[config.mk]
export PLATFORM = sky130hd
export DESIGN_NAME = fft_frame_sched
export DESIGN_NICKNAME = d
export VERILOG_FILES = /design/src/rtl/fft_frame_sched.sv
export SDC_FILE = /design/constraint.sdc
export NUM_CORES = 1
export LEC_CHECK = 0
export BUFFER_PORTS_ARGS = -buffer_cell sky130_fd_sc_hd__buf_2
export CORE_UTILIZATION = 42
export CTS_CLUSTER_SIZE = 25
export DETAILED_ROUTE_END_ITERATION = 8
export HOLD_SLACK_MARGIN = 0.02
export PLACE_DENSITY = 0.82
export SETUP_SLACK_MARGIN = 0.02
export SYNTH_ARGS = -nofsm -noshare
export SYNTH_HDL_FRONTEND = slang
export SYNTH_SLANG_ARGS = --single-unit
[constraint.sdc]
create_clock -name i_clk -period 2.96 [get_ports i_clk]
set_input_delay 0.296 -clock i_clk [delete_from_list [all_inputs] [get_ports i_clk]]
set_output_delay 0.296 -clock i_clk [all_outputs]
set_load 0.01 [all_outputs]
[src/rtl/fft_frame_sched.sv]
// fft_frame_sched: stream-side scheduler for a pipelined, clock-enabled FFT core.
// It turns a valid/ready sample stream into core CE pulses, throttles the core
// when downstream stalls, and frames the core's results with first/last markers.
// On a flush it pads the partial frame with zeros and drains the pipeline,
// without presenting zero-only frames.
//
// Ports:
//   i_clk, i_reset_n          clock, synchronous active-low reset
//   i_enable, i_flush         leave IDLE / finish current frame and drain
//   i_valid, o_ready, i_data  input sample stream {real, imag}
//   o_fft_reset, o_fft_ce,    core reset (active high), clock enable, sample
//   o_fft_sample
//   i_fft_result, i_fft_sync  core result and frame sync
//   o_valid, i_ready, o_data  output stream (o_data passes i_fft_result through)
//   o_first, o_last           output index 0 / N-1 markers
//   o_busy, o_err             not idle / sticky framing error
module fft_frame_sched #(
  parameter int unsigned IWIDTH  = 16,
  parameter int unsigned OWIDTH  = 22,
  parameter int unsigned LGWIDTH = 11,
  parameter int unsigned PFW     = 4
) (
  input  logic                  i_clk,
  input  logic                  i_reset_n,
  input  logic                  i_enable,
  input  logic                  i_flush,
  input  logic                  i_valid,
  output logic                  o_ready,
  input  logic [2*IWIDTH-1:0]   i_data,
  output logic                  o_fft_reset,
  output logic                  o_fft_ce,
  output logic [2*IWIDTH-1:0]   o_fft_sample,
  input  logic [2*OWIDTH-1:0]   i_fft_result,
  input  logic                  i_fft_sync,
  output logic                  o_valid,
  input  logic                  i_ready,
  output logic [2*OWIDTH-1:0]   o_data,
  output logic                  o_first,
  output logic                  o_last,
  output logic                  o_busy,
  output logic                  o_err
);

  localparam logic [1:0] S_IDLE  = 2'd0;
  localparam logic [1:0] S_RUN   = 2'd1;
  localparam logic [1:0] S_PAD   = 2'd2;
  localparam logic [1:0] S_DRAIN = 2'd3;

  localparam logic [LGWIDTH-1:0] IDX_LAST = '1;
  localparam logic [PFW-1:0]     PEND_MAX = '1;

  logic [1:0]          r_state;
  logic [LGWIDTH-1:0]  r_in_cnt;
  logic [LGWIDTH-1:0]  r_out_cnt;
  logic [PFW-1:0]      r_pend;
  logic                r_primed;
  logic                r_out_pend;
  logic                r_err;

  logic [1:0]          w_state_nxt;
  logic                w_slot;
  logic                w_valid;
  logic                w_out_hs;
  logic                w_last_hs;
  logic                w_ready;
  logic                w_ce;
  logic [2*IWIDTH-1:0] w_sample;
  logic                w_wrap;

  // Next state, handshakes and core drive
  always_comb begin
    w_state_nxt = r_state;
    w_ready     = 1'b0;
    w_ce        = 1'b0;
    w_sample    = '0;
    // The core holds its result while CE is low, so a pending result only
    // blocks new CEs until downstream takes it.
    w_slot      = !r_out_pend || i_ready;
    w_valid     = r_out_pend && (r_primed || i_fft_sync) && (r_pend != '0);
    w_out_hs    = w_valid && i_ready;
    w_last_hs   = w_out_hs && (r_out_cnt == IDX_LAST);
    case (r_state)
      S_IDLE: begin
        if (i_enable) w_state_nxt = S_RUN;
      end
      S_RUN: begin
        w_sample = i_data;
        if (i_flush) begin
          if (r_in_cnt != '0)    w_state_nxt = S_PAD;
          else if (r_pend != '0) w_state_nxt = S_DRAIN;
          else                   w_state_nxt = S_IDLE;
        end else begin
          w_ready = w_slot;
          w_ce    = i_valid && w_slot;
        end
      end
      S_PAD: begin
        w_ce = w_slot;
        if (w_ce && (r_in_cnt == IDX_LAST)) w_state_nxt = S_DRAIN;
      end
      S_DRAIN: begin
        w_ce = w_slot;
        if ((r_pend == '0) || (w_last_hs && (r_pend == PFW'(1)))) w_state_nxt = S_IDLE;
      end
      default: w_state_nxt = S_IDLE;
    endcase
    // Only RUN/PAD wraps close a real frame; DRAIN feeds filler
    w_wrap = w_ce && (r_in_cnt == IDX_LAST) && ((r_state == S_RUN) || (r_state == S_PAD));
  end

  // State, counters and output tracking
  always_ff @(posedge i_clk) begin
    if (!i_reset_n) begin
      r_state    <= S_IDLE;
      r_in_cnt   <= '0;
      r_out_cnt  <= '0;
      r_pend     <= '0;
      r_primed   <= 1'b0;
      r_out_pend <= 1'b0;
      r_err      <= 1'b0;
    end else begin
      r_state <= w_state_nxt;
      if (r_state == S_IDLE) begin
        // Core is held in reset here, so any priming is lost
        r_in_cnt   <= '0;
        r_out_cnt  <= '0;
        r_pend     <= '0;
        r_primed   <= 1'b0;
        r_out_pend <= 1'b0;
      end else begin
        if (w_ce && ((r_state == S_RUN) || (r_state == S_PAD))) r_in_cnt <= r_in_cnt + 1'b1;
        if (w_out_hs) r_out_cnt <= r_out_cnt + 1'b1;

        if (w_wrap && !w_last_hs) begin
          if (r_pend == PEND_MAX) r_err <= 1'b1;
          else                    r_pend <= r_pend + 1'b1;
        end else if (w_last_hs && !w_wrap) begin
          r_pend <= r_pend - 1'b1;
        end

        // Results seen before the first sync are pipeline garbage
        if (w_ce)                                                 r_out_pend <= 1'b1;
        else if (w_out_hs || (r_out_pend && !r_primed && !i_fft_sync)) r_out_pend <= 1'b0;

        if (r_out_pend && i_fft_sync) r_primed <= 1'b1;
        if (i_fft_sync && r_out_pend && r_primed && (r_out_cnt != '0)) r_err <= 1'b1;
      end
    end
  end

  assign o_ready      = w_ready;
  assign o_fft_ce     = w_ce;
  assign o_fft_sample = w_sample;
  assign o_fft_reset  = (r_state == S_IDLE);
  assign o_valid      = w_valid;
  assign o_data       = i_fft_result;
  assign o_first      = w_valid && (r_out_cnt == '0);
  assign o_last       = w_valid && (r_out_cnt == IDX_LAST);
  assign o_busy       = (r_state != S_IDLE);
  assign o_err        = r_err;

endmodule

==> results of run 1 <==
-- registers in the layout, summed over array words and instances (netlist names), named ones only --
name and count:
r_out_pend 1, r_primed 1, o_err 1, r_out_cnt 11, r_in_cnt 11, r_state 1, r_pend 4
-- final cells by class --
cell class | instances | area [sq um] | share of cell area, %
timing repair buffer | 82 | 420.4 | 15.98
clock buffer | 8 | 100.1 | 3.804
sequential | 31 | 620.6 | 23.59
inverter | 14 | 52.55 | 1.997
tap | 72 | 90.09 | 3.424
multi-input combinational | 203 | 1348 | 51.21
-- how the worst min path moves through the flow --
stage                         start         end  cells past startpoint
after floorplan           i_reset_n       o_err                      2
after global placement        o_err       o_err                      2
after detailed placement      o_err       o_err                      2
after CTS                 i_reset_n  r_state[0]                      3
after global routing      i_reset_n  r_state[0]                      3
final                     i_reset_n  r_state[0]                      3
-- where the power goes --
part	total (mW)	switching, mW	internal (mW)	leakage, nW
registers	0.420	0.00181	0.419	0.250
clock network	0.366	0.154	0.212	0.0515
logic	0.156	0.0878	0.0681	0.861
-- critical path, delay by kind of cell (launching register included) --
kind,cells,cell delay [ps]
flops,1,420
buf+inv,1,90
fa+ha+maj,1,230
compound gates,3,810
simple gates,2,680
-- synth_stat cells (2+ instances only) --
cell type	number	area share, %
and4b_1	2	0.84
nand2_1	16	2.5
nand4_1	9	2.4
nor4_1	8	2.1
o41ai_1	3	1.1
mux2i_1	2	0.84
and2_1	34	8.9
buf_4	45	14
inv_1	14	2.2
o21ai_0	3	0.63
dfxtp_1	31	26
nor2_1	35	5.5
nand3_1	12	2.5
buf_2	2	0.42
a21oi_1	7	1.5
nor3_1	6	1.3
ha_1	11	5.8
a211oi_1	3	0.94
clkbuf_1	6	0.94
xnor2_1	7	2.6
nor2b_1	2	0.52
and3_1	4	1.0
o21a_1	2	0.63
xor2_1	13	4.8
and4_1	3	1.1
-- routing by layer --
layer	track usage [%]	share of wire (%)	up-vias
met5	0	0	-
li1	-	-	1056
met1	26.64	39	1000
met2	36.11	48	126
met3	7.412	11	16
met4	8.302	1.8	0
-- cell families after synthesis --
logic type / after synthesis / synth area share [%]
AOI/OAI and AO/OA: 28 / 9.158
xor gates and xnor gates: 20 / 7.326
adders and majority gates: 11 / 5.756
buffers and inverters: 67 / 17.69
DFF: 31 / 25.96
muxes: 4 / 1.936
and+or+nand+nor: 140 / 32.18
-- metrics by stage --
| step | std cells | hold WS (ps) | power [mW] |
|---|---|---|---|
| 2_1_floorplan | 301 | 408.7 | 0.5697 |
| 3_3_place_gp | 402 | 439.3 | 0.5860 |
| 3_5_place_dp | 402 | 457.7 | 0.5856 |
| 4_1_cts | 410 | 304.6 | 0.9487 |
| 5_1_grt | 410 | 303.3 | 0.9821 |
| 6_report | 410 | 315.1 | 0.9426 |
==> impl_metrics.json, run 1 <==
{
  "synth-async-reset-ratio_pct": 0,
  "coreArea_sq_um": 5507,
  "gp_congestion": 0.8923,
  "grt_start_max_net_pins": 36,
  "r2r_slack_ps": 610,
  "yosysWarnings": 0,
  "cts_num_sinks": 31,
  "final.fill_count": 543,
  "grt_pass1_wl_um": 10350,
  "postSynth.topFlopCell": "dfxtp_1",
  "worst_setup_path_end_kind": "flop",
  "setup_violations": 0,
  "avgViaCountPerCell": 5.361,
  "dpl_worst_slack_ps": 663.4,
  "cts_root_buf": "clkbuf_8",
  "ctsResizeCount": 0,
  "ant_nets": 0,
  "crit_type": "flop to flop",
  "cts_max_level": 2,
  "max-slew-margin-rel_pct": 55.82,
  "fmax_ghz": 0.4247,
  "postRouteWirelength_um": 6713,
  "post_cts_buffers": 0,
  "ir_drop_v": 0.0001579,
  "syn_area_sq_um": 2391,
  "status": "completed",
  "final_common_cell": "buf_2",
  "crit_start": "r_pend[0]",
  "cp_max_fo": 6,
  "hpwl_um": 5430,
  "final_core_util_pct": 47.78,
  "row_count": 27,
  "route.detailed.drc": 0,
  "min_path_type": "primary input to flop",
  "firstDrtPassIters": 4,
  "finalHoldViolCount": 0,
  "worst_setup_path_start_kind": "flop",
  "io_buffers": 78,
  "rsz0062_at_grt": "false",
  "ys_seq_area_share_pct": 25.95,
  "period_needed_ps": 2355,
  "pin_count": 167,
  "die_width_um": 77.45,
  "grt_pass1_vias": 2054,
  "arrival_ps": 2510,
  "cts_tree": "yes",
  "crit_slowest_cell": "nor4_1",
  "reg2regPathDepth": 7,
  "setup-tns-final_ps": 0,
  "grtUsageTotal_pct": 22.09,
  "cts_buffer_depth": 2,
  "start_util_pct": 43.42,
  "max_stage_delay_ps": 500,
  "clk_latency_ps": 280,
  "overflow": 0,
  "max_cap_violations": 0,
  "path_cells": "inv_1, ha_1, nor3b_1, nor4_1, a41oi_1, o311ai_0, o41ai_1",
  "finalNetCount": 431,
  "synth_edf_count": 0,
  "synth_nets": 395,
  "fin_area_sq_um": 2631,
  "synth_cell_types": 46,
  "post_dp_cell_area_sq_um": 2531,
  "area_growth_pct": 10.05,
  "routedWlPerCell_um": 16.37,
  "leakage_nw": 1.162,
  "numCtsBuffers": 5,
  "ys_ff_latch": 31,
  "antennaDiodeCount": 0,
  "antenna_found_initial": 0,
  "drive_above_1_share_pct": 28.99,
  "num_vias": 2198,
  "tightestPinTransition_ps": 657.6,
  "dieHeight_um": 77.45,
  "crit-reg2reg-launch": "r_pend[0]",
  "setup_ws_ps": 605.3,
  "avgSynthCellArea_sq_um": 7.944,
  "finalClockSkew_ps": 8.370,
  "drt_iter0_drc": 144,
  "required_ps": 3110,
  "hold_buffers": 0,
  "drv_slew": 0,
  "synth_cells": 301,
  "final_cell_mix": "78 x buf_2, 35 x nor2_1, 34 x and2_1",
  "clk_pin_slew_ps": 60,
  "p_per_area_nw_per_um2": 358.2,
  "die-area_sq_um": 5999,
  "finalCritPeriodShare_pct": 79.55
}
(Power assumes the default switching activity.)
==> run 2: changes to the inputs <==
==> constraint.sdc (replaced) <==
create_clock -name i_clk -period 2.3 [get_ports i_clk]
set_input_delay 0.23 -clock i_clk [delete_from_list [all_inputs] [get_ports i_clk]]
set_output_delay 0.23 -clock i_clk [all_outputs]
set_load 0.01 [all_outputs]
==> run 2 against run 1 <==
Fmax rose by 9.4%. Sequential power rose by 29%. Sequential share of layout area fell by 0.78 points. Count of clock-buffer cells in the layout fell by 2. Cell area rose by 3.4%. Utilization rose by 1.6 points. Flip-flop and latch count did not move. Final cell count rose by 0.98%.
==> impl_metrics.json, run 2 (synthesis gave the netlist of run 1 again) <==
{
  "fmax_ghz": 0.4645,
  "gp_congestion": 0.8606,
  "drv_slew": 0,
  "ir_drop_v": 0.0001842,
  "worst_setup_path_end_kind": "flop",
  "max_cap_violations": 0,
  "arrival_ps": 2310,
  "cts_buffer_depth": 2,
  "die-area_sq_um": 5999,
  "firstDrtPassIters": 4,
  "start_util_pct": 43.42,
  "finalNetCount": 435,
  "rsz0062_at_grt": "false",
  "route.detailed.drc": 0,
  "grt_pass1_vias": 2160,
  "num_vias": 2305,
  "met2_usage_pct": 39.47,
  "pin_count": 167,
  "finalClockSkew_ps": 7.354,
  "numCtsBuffers": 5,
  "post_cts_buffers": 0,
  "antenna_found_initial": 0,
  "worst_setup_path_start_kind": "flop",
  "overflow": 0,
  "hpwl_um": 5456,
  "clk_latency_ps": 290,
  "tightestPinTransition_ps": 522.0,
  "setup_violations": 0,
  "cts_tree": "yes",
  "postRouteWirelength_um": 7070,
  "area_growth_pct": 13.81,
  "grt_start_max_net_pins": 36,
  "status": "completed",
  "finalHoldViolCount": 0,
  "dieHeight_um": 77.45,
  "r2r_slack_ps": 150,
  "finalCritPeriodShare_pct": 93.60,
  "crit_type": "flop to flop",
  "cp_max_fo": 6,
  "antennaDiodeCount": 0,
  "top_regs": "r_in_cnt (11), r_out_cnt (11), r_pend (4)",
  "clk_pin_slew_ps": 70,
  "coreArea_sq_um": 5507,
  "ant_nets": 0,
  "leakage_nw": 1.197,
  "routedWlPerCell_um": 17.08,
  "avgViaCountPerCell": 5.568,
  "total_power_mw": 1.301,
  "required_ps": 2460,
  "setup-tns-final_ps": 0,
  "die_width_um": 77.45,
  "hold_buffers": 0,
  "final_common_cell": "buf_2",
  "met3_usage_pct": 7.176,
  "max-slew-margin-rel_pct": 64.83,
  "grtUsageTotal_pct": 22.84,
  "min_path_type": "primary input to flop",
  "cts_num_sinks": 31,
  "final.fill_count": 533,
  "period_needed_ps": 2153,
  "io_buffers": 78,
  "final_cell_mix": "78 x buf_2, 35 x nor2_1, 34 x and2_1",
  "busiest_layer": "met2",
  "drive_above_1_share_pct": 32.16,
  "cts_root_buf": "clkbuf_8",
  "grt_pass1_wl_um": 10760,
  "dp_cells": 406,
  "cts_max_level": 2,
  "finalNonFillerCells": 414,
  "use_met1_pct": 25.52,
  "drt_iter0_drc": 171,
  "p_per_area_nw_per_um2": 478.2,
  "row_count": 27
}
run 2: metrics by stage:
stage	setup WS (ps)	utilization, %	cell area [sq um]	hold WS, ps
4_1_cts	73.26	48.65	2679	239.0
5_1_grt	51.89	49.42	2721	255.1
3_3_place_gp	208.9	46.51	2561	440.4
6_report	147.2	49.42	2721	236.3
3_5_place_dp	86.87	46.51	2561	460.1
2_1_floorplan	185.5	-	2391	342.7
run 2: power by group:
part	internal, mW	leakage (nW)	switching, mW	total (mW)
combinational	0.0883	0.886	0.115	0.203
sequential	0.539	0.250	0.00260	0.541
clock	0.350	0.0612	0.207	0.557
run 2: area by class of cell:
class	count	area, sq um	share of cell area [%]
clock inverters	2	35.03	1.287
clock buffers	6	82.58	3.034
repair buffers	86	450.4	16.55
inverters	14	52.55	1.931
well taps	72	90.09	3.310
flip-flops and latches	31	620.6	22.80
multi-input cells	203	1390	51.08
run 2: metal layers:
metal | share of wire (%) | vias up
met1 | 38 | 1082
met4 | 2.3 | 0
met5 | 0 | -
met2 | 49 | 141
met3 | 11 | 21
li1 | - | 1061
run 2: critical path, cell delays in order, from the launching register on:
cell      delay, ps
dfxtp_1         390
ha_1            310
nand2_1         120
nor4_2          410
a41oi_2         240
o311ai_0        410
o41ai_1         130
run 2: final timing paths:
check | from | endpoint | cells after the start
worst max-delay path | r_out_cnt[0] | flop | 6
worst min-delay path | i_fft_sync | r_primed | 3
worst max register to register | r_out_cnt[0] | flop | 6
worst min register to register | r_out_cnt[1] | r_out_cnt[1] | 2
run 2: what timing repair did:
item                       4_1_cts  5_1_grt
setup endpoints to repair        0        6
resized for setup                0        7
hold endpoints to repair         0        0
